## src/rtl/id_scan_pkg.sv

```systemverilog
// Shared encodings for the identifier stream scanner: FSM states,
// character classes and the ASCII bounds used by the classifier.
package id_scan_pkg;

    typedef enum logic [1:0] {
        IDLE,
        ALPHA,
        DIGIT
    } state_t;

    typedef enum logic [1:0] {
        CLS_DIGIT,
        CLS_ALPHA,
        CLS_OTHER
    } cls_t;

    localparam logic [7:0] ASC_0      = 8'd48;
    localparam logic [7:0] ASC_9      = 8'd57;
    localparam logic [7:0] ASC_UC_A   = 8'd65;
    localparam logic [7:0] ASC_UC_Z   = 8'd90;
    localparam logic [7:0] ASC_LC_A   = 8'd97;
    localparam logic [7:0] ASC_LC_Z   = 8'd122;
    localparam logic [7:0] ASC_USCORE = 8'd95;

endpackage

```

## src/rtl/id_char_class.sv

```systemverilog
// Combinational byte-to-class mapping. Anything that is neither a digit
// nor a letter (optionally including underscore) is a separator.
module id_char_class
    import id_scan_pkg::*;
#(
    parameter bit ALLOW_UNDERSCORE = 1'b0
) (
    input  logic [7:0] char,
    output cls_t       cls
);

    // Classify the incoming byte
    always_comb begin
        cls = CLS_OTHER;
        if (char >= ASC_0 && char <= ASC_9) begin
            cls = CLS_DIGIT;
        end else if ((char >= ASC_UC_A && char <= ASC_UC_Z) ||
                     (char >= ASC_LC_A && char <= ASC_LC_Z) ||
                     (ALLOW_UNDERSCORE && char == ASC_USCORE)) begin
            cls = CLS_ALPHA;
        end
    end

endmodule

```

## src/rtl/id_stream_scanner.sv

```systemverilog
// Byte-serial identifier scanner: tracks letter/digit runs, flags runs that
// end in enough letters followed by enough digits, and reports each token
// closed by a separator together with its length and a running accept count.
module id_stream_scanner
    import id_scan_pkg::*;
#(
    parameter int unsigned MIN_ALPHA        = 1,
    parameter int unsigned MIN_DIGIT        = 1,
    parameter bit          ALLOW_UNDERSCORE = 1'b0,
    parameter int unsigned LEN_W            = 5,
    parameter int unsigned CNT_W            = 8
) (
    input  logic             clk,
    input  logic             reset,
    input  logic             char_valid,
    input  logic [7:0]       char,
    output logic             match,
    output logic             tok_done,
    output logic             tok_ok,
    output logic [LEN_W-1:0] tok_len,
    output logic [CNT_W-1:0] tok_count
);

    // Run counters only need to reach their minimums, so they saturate there
    localparam int unsigned AW = $clog2(MIN_ALPHA + 1);
    localparam int unsigned DW = $clog2(MIN_DIGIT + 1);
    localparam logic [AW-1:0]    A_MAX   = AW'(MIN_ALPHA);
    localparam logic [DW-1:0]    D_MAX   = DW'(MIN_DIGIT);
    localparam logic [LEN_W-1:0] LEN_MAX = '1;

    cls_t             cls;
    state_t           state, state_next;
    logic [AW-1:0]    a_run, a_next;
    logic [DW-1:0]    d_run, d_next;
    logic [LEN_W-1:0] len;
    logic             match_next;

    id_char_class #(
        .ALLOW_UNDERSCORE(ALLOW_UNDERSCORE)
    ) u_class (
        .char(char),
        .cls (cls)
    );

    // Next state and run counters for the sampled character
    always_comb begin
        state_next = state;
        a_next     = a_run;
        d_next     = d_run;
        case (cls)
            CLS_ALPHA: begin
                state_next = ALPHA;
                if (state == ALPHA) begin
                    if (a_run < A_MAX) a_next = a_run + 1'b1;
                end else begin
                    a_next = AW'(1);
                end
            end
            CLS_DIGIT: begin
                // Digits before any letter leave the run in IDLE
                if (state != IDLE) begin
                    state_next = DIGIT;
                    if (state == ALPHA) begin
                        d_next = DW'(1);
                    end else if (d_run < D_MAX) begin
                        d_next = d_run + 1'b1;
                    end
                end
            end
            default: begin
                state_next = IDLE;
                a_next     = '0;
                d_next     = '0;
            end
        endcase
        match_next = (state_next == DIGIT) && (a_run >= A_MAX) && (d_next >= D_MAX);
    end

    // FSM, counters, token bookkeeping and registered outputs
    always_ff @(posedge clk) begin
        if (reset) begin
            state     <= IDLE;
            a_run     <= '0;
            d_run     <= '0;
            len       <= '0;
            match     <= 1'b0;
            tok_done  <= 1'b0;
            tok_ok    <= 1'b0;
            tok_len   <= '0;
            tok_count <= '0;
        end else begin
            tok_done <= 1'b0;
            if (char_valid) begin
                state <= state_next;
                a_run <= a_next;
                d_run <= d_next;
                match <= match_next;
                if (cls == CLS_OTHER) begin
                    if (len != '0) begin
                        tok_done <= 1'b1;
                        tok_ok   <= match;
                        tok_len  <= len;
                        if (match) tok_count <= tok_count + 1'b1;
                    end
                    len <= '0;
                end else if (len != LEN_MAX) begin
                    len <= len + 1'b1;
                end
            end
        end
    end

endmodule

```

## config.mk

```make
export PLATFORM = sky130hd
export DESIGN_NAME = id_stream_scanner
export DESIGN_NICKNAME = d
export VERILOG_FILES = /design/src/rtl/id_scan_pkg.sv /design/src/rtl/id_char_class.sv /design/src/rtl/id_stream_scanner.sv
export SDC_FILE = /design/constraint.sdc
export NUM_CORES = 1
export LEC_CHECK = 0
export CAP_MARGIN = 40
export CORE_UTILIZATION = 40
export DETAILED_ROUTE_END_ITERATION = 8
export GPL_TIMING_DRIVEN = 1
export MAX_ROUTING_LAYER = met4
export PLACE_DENSITY = 0.68
export SLEW_MARGIN = 20
export SYNTH_ARGS = -nofsm -noshare
export SYNTH_HDL_FRONTEND = slang
export SYNTH_SLANG_ARGS = --single-unit
```

## constraint.sdc

```tcl
create_clock -name clk -period 1.8 [get_ports clk]
set_input_delay 0.18 -clock clk [delete_from_list [all_inputs] [get_ports clk]]
set_output_delay 0.18 -clock clk [all_outputs]
set_load 0.005 [all_outputs]
```

==> impl_metrics.toml <==
[cts]
cts.path.max_buffers = 2
cts.htree.levels = 1
hold_buffers = 0
tritoncts = "yes"
cts-buffers-inserted = 3
post_cts.repair.setup_buffers = 0
cts.reportedPaths.clkPinSlew_ns = 0.13
clock_latency_ns = 0.31
clock_sink_count = 24
root_buffer = "sky130_fd_sc_hd__clkbuf_4"

[placed_design]
placed_wire_length_estimate_after_detailed_placement_um = 2030
placement.io_buffers = 26
gp_congestion = 0.766
place_area_um2 = 1670

[power]
netSwitchingFraction = 0.243
total_power_w = 0.000960
ir_worst_vdd_v = 0.000392
internal_power_w = 0.000727
combinationalPowerShare = 0.144
seq_power_share = 0.565
power.density_nw_per_um2 = 553
p_leak_nw = 0.638
power.clock.fraction = 0.291
total_switching_power_w = 0.000233

[critical_path]
critical_path.reg2reg.endpoint = "tok_count[0]"
buffers_inverters_on_critical_path = 1
r2r-start = "len[1]"
start_kind = "input pin"
timing_worst_setup_path_type = "in -> reg"
cell_by_cell_listing_of_the_critical_path = "clkdlybuf4s50_1 > or4_1 > o22a_4 > a2111oi_4 > mux2_4"
critical_path.max_stage_delay_ns = 0.45
timing.critical_path.max_delay_family = "compound AO/OA/AOI/OAI gates"
required_ns = 2.01
arrival_ns = 2.00
critical_path.endpoint_type = "register"
r2r_cells = 6
cp_max_fo = 8
slowest_stage = "sky130_fd_sc_hd__clkdlybuf4s50_1"
r2r_setup_slack_ns = 0.10

[hold_path]
sink_of_the_worst_hold_path = "tok_len[3]"
hp-class = "reg -> reg"
hold_path_cell_cnt = 2
hp_start = "tok_len[3]"

[grt]
overall_routing_resource_usage = 0.186
grt_max_degree = 17
antenna_found_initial = 0
first_global_vias = 1073
grt_first_pass_wirelength_um = 4700
globalRouteOverflowTotal = 0

[floorplan]
dieArea_um2 = 3380
io_pins = 27
core.rowCount = 20
placeableCoreArea_um2 = 3030
die_x_um = 58.2
start_util = 0.417
die_h_um = 58.2

[routing]
dr_total_vias = 1117
route.detailed.drc = 0
detail_route.first_pass.iterations = 6
drt-total-wl_um = 2820
detail-route-antenna-nets = 0
drt-initial-drc-count = 28
viasPerCell = 5.08
post_drt_wl_per_cell_um = 12.8

[timing]
period_share = 0.996
report.final.slew_viol_count = 0
worst-slew-pin-transition_ns = 0.562
period_minus_slack_ns = 1.79
finalSetupViolations = 0
clock.fmax_ghz = 0.558
slew-limit-headroom = 0.624
finalHoldViolCount = 0
skew_ns = 0.00182

[synth]
post_synth.cell_area_avg_um2 = 9.14
yosysWarnings = 0
synth_nets = 153
synth_top_cell_area_share = 0.381
synth_top_area_cell = "sky130_fd_sc_hd__dfxtp_1"
top_cells_by_area_in_the_synthesized_netlist = "sky130_fd_sc_hd__dfxtp_1 38%, sky130_fd_sc_hd__nor2b_1 5.5%, sky130_fd_sc_hd__mux2i_1 4.8%"
synth.yosys.seq_area_share = 0.381
synthCells = 138
post_synth_instance_area_um2 = 1260
netlist-cell-type-count = 36
synth_register_bits = 24

[job]
maxCapViolCount = 0

[final_layout]
final_area_um2 = 1740
fillerInstances = 273
syn2layout_area_growth_pct = 37.6
antennaDiodeCount = 0
final_nets = 192
post_route_cells_drive_above_1_share = 0.227

[status]
status = "completed"
-- synthesized netlist by cell type --
master                       n
sky130_fd_sc_hd__buf_6       1
sky130_fd_sc_hd__a21oi_1     7
sky130_fd_sc_hd__a211oi_2    1
sky130_fd_sc_hd__buf_1       1
sky130_fd_sc_hd__or4bb_1     1
sky130_fd_sc_hd__xnor2_1     1
sky130_fd_sc_hd__and3_1      2
sky130_fd_sc_hd__nor2b_1    11
sky130_fd_sc_hd__o22a_1      1
sky130_fd_sc_hd__and4_1      1
sky130_fd_sc_hd__o211ai_2    1
sky130_fd_sc_hd__mux2_1      2
sky130_fd_sc_hd__inv_1       5
sky130_fd_sc_hd__a211oi_1    2
sky130_fd_sc_hd__xor2_1      2
sky130_fd_sc_hd__or4_1       1
sky130_fd_sc_hd__o21ai_0     1
sky130_fd_sc_hd__dfxtp_1    24
sky130_fd_sc_hd__or4b_2      1
sky130_fd_sc_hd__o21a_1      1
sky130_fd_sc_hd__o2bb2ai_1   2
sky130_fd_sc_hd__a2111oi_4   2
sky130_fd_sc_hd__o21ai_2     1
sky130_fd_sc_hd__mux2_2      5
sky130_fd_sc_hd__nand2_1    16
sky130_fd_sc_hd__a21oi_2     1
sky130_fd_sc_hd__a22oi_1     1
sky130_fd_sc_hd__o2111ai_1   2
sky130_fd_sc_hd__ha_1        4
sky130_fd_sc_hd__nor3_1      7
sky130_fd_sc_hd__and2_1      2
sky130_fd_sc_hd__nand3_1     5
sky130_fd_sc_hd__nor2_1     10
sky130_fd_sc_hd__mux2i_1     6
sky130_fd_sc_hd__clkbuf_1    5
sky130_fd_sc_hd__nand4_1     2
-- metal layers --
layer | vias up | part of all wire | GRT usage
met2 | 24 | 0.50 | 0.322
met5 | - | 0 | -
met1 | 526 | 0.46 | 0.222
met3 | 2 | 0.039 | 0.0246
met4 | 0 | 0.0053 | 0.0612
li1 | 565 | - | -
-- kinds of logic (layout without fill, tap and decap cells) --
family	count (synthesis)	after routing	share of synthesized area
muxes	13	13	0.110
xor gates and xnor gates	3	3	0.0208
buffers and inverters	12	50	0.0417
AOI/OAI and AO/OA	23	23	0.168
and+or+nand+nor	59	59	0.239
DFF	24	24	0.381
adders and majority gates	4	4	0.0397
-- flip-flops by register name (all words and copies together), names as in the netlist --
signal and count:
a_run 1, len 5, match 1, state 2
tok_count 8, tok_done 1, tok_len 5, tok_ok 1
-- layout make-up --
cell class,instances,area [µm²],share of cell area
tap,44,55.1,0.0317
clock buffer,4,36.3,0.0209
inverter,5,18.8,0.0108
timing repair buffer,41,373,0.215
sequential,24,482,0.278
multi-input combinational,102,771,0.444
-- through the flow --
step	cells	hold WS (ns)	util	TNS, ns	worst slack, ns
floorplan	138	0.327	-	0	0.0150
global placement	216	0.446	0.552	-9.02	-0.537
detailed placement	216	0.445	0.552	-9.33	-0.584
CTS	220	0.471	0.569	0	0.0212
global route	220	0.486	0.573	-0.00991	-0.00991
finish	220	0.468	0.573	0	0.00781
-- worst min-delay path: stages, from the launching register on --
cell                      delay (ns)
sky130_fd_sc_hd__dfxtp_1        0.34
sky130_fd_sc_hd__nand2_1        0.05
sky130_fd_sc_hd__mux2i_1        0.05
-- cell usage in the layout (no fill, tap or decap), types with 2 or more instances in the layout --
cell                              Yosys  final
sky130_fd_sc_hd__nand4_1              2      2
sky130_fd_sc_hd__a211oi_2             1      2
sky130_fd_sc_hd__o2bb2ai_1            2      2
sky130_fd_sc_hd__and2_1               2      2
sky130_fd_sc_hd__clkbuf_4             0      3
sky130_fd_sc_hd__nor3_1               7      7
sky130_fd_sc_hd__dfxtp_1             24     23
sky130_fd_sc_hd__xor2_1               2      2
sky130_fd_sc_hd__a2111oi_4            2      2
sky130_fd_sc_hd__o2111ai_1            2      2
sky130_fd_sc_hd__nor2_1              10     10
sky130_fd_sc_hd__and3_1               2      2
sky130_fd_sc_hd__ha_1                 4      4
sky130_fd_sc_hd__nand2_1             16     15
sky130_fd_sc_hd__clkdlybuf4s50_1      0     23
sky130_fd_sc_hd__nor2b_1             11     10
sky130_fd_sc_hd__a21oi_2              1      2
sky130_fd_sc_hd__buf_4                0     14
sky130_fd_sc_hd__mux2i_1              6      6
sky130_fd_sc_hd__a21oi_1              7      6
sky130_fd_sc_hd__nand3_1              5      4
sky130_fd_sc_hd__dlygate4sd2_1        0      3
sky130_fd_sc_hd__inv_1                5      5
sky130_fd_sc_hd__mux2_4               0      2
sky130_fd_sc_hd__mux2_2               5      4
-- power groups by stage --
stage / Sequential [W] / Combinational, W / Clock (W)
6_report: 0.000542 / 0.000138 / 0.000280
5_1_grt: 0.000544 / 0.000150 / 0.000312
4_1_cts: 0.000542 / 0.000136 / 0.000295
3_5_place_dp: 0.000554 / 0.000134 / 0
3_3_place_gp: 0.000554 / 0.000130 / 0
2_1_floorplan: 0.000553 / 0.0000741 / 0
-- what timing repair did --
item / CTS / global route
pin swaps: 4 / 1
resized for setup: 7 / 4
endpoints found under the setup margin: 21 / 11
-- worst max path at each step --
stage,from,to,slack [ns],cells past startpoint
4_1_cts,char[4],tok_count[6],0.02,6
3_5_place_dp,char[4],tok_count[7],-0.58,5
3_3_place_gp,char[4],tok_count[7],-0.54,5
6_report,char[4],tok_count[7],0.008,5
5_1_grt,char[4],tok_count[3],-0.01,6
2_1_floorplan,char[4],tok_count[6],0.01,5
(Power assumes the default switching activity.)
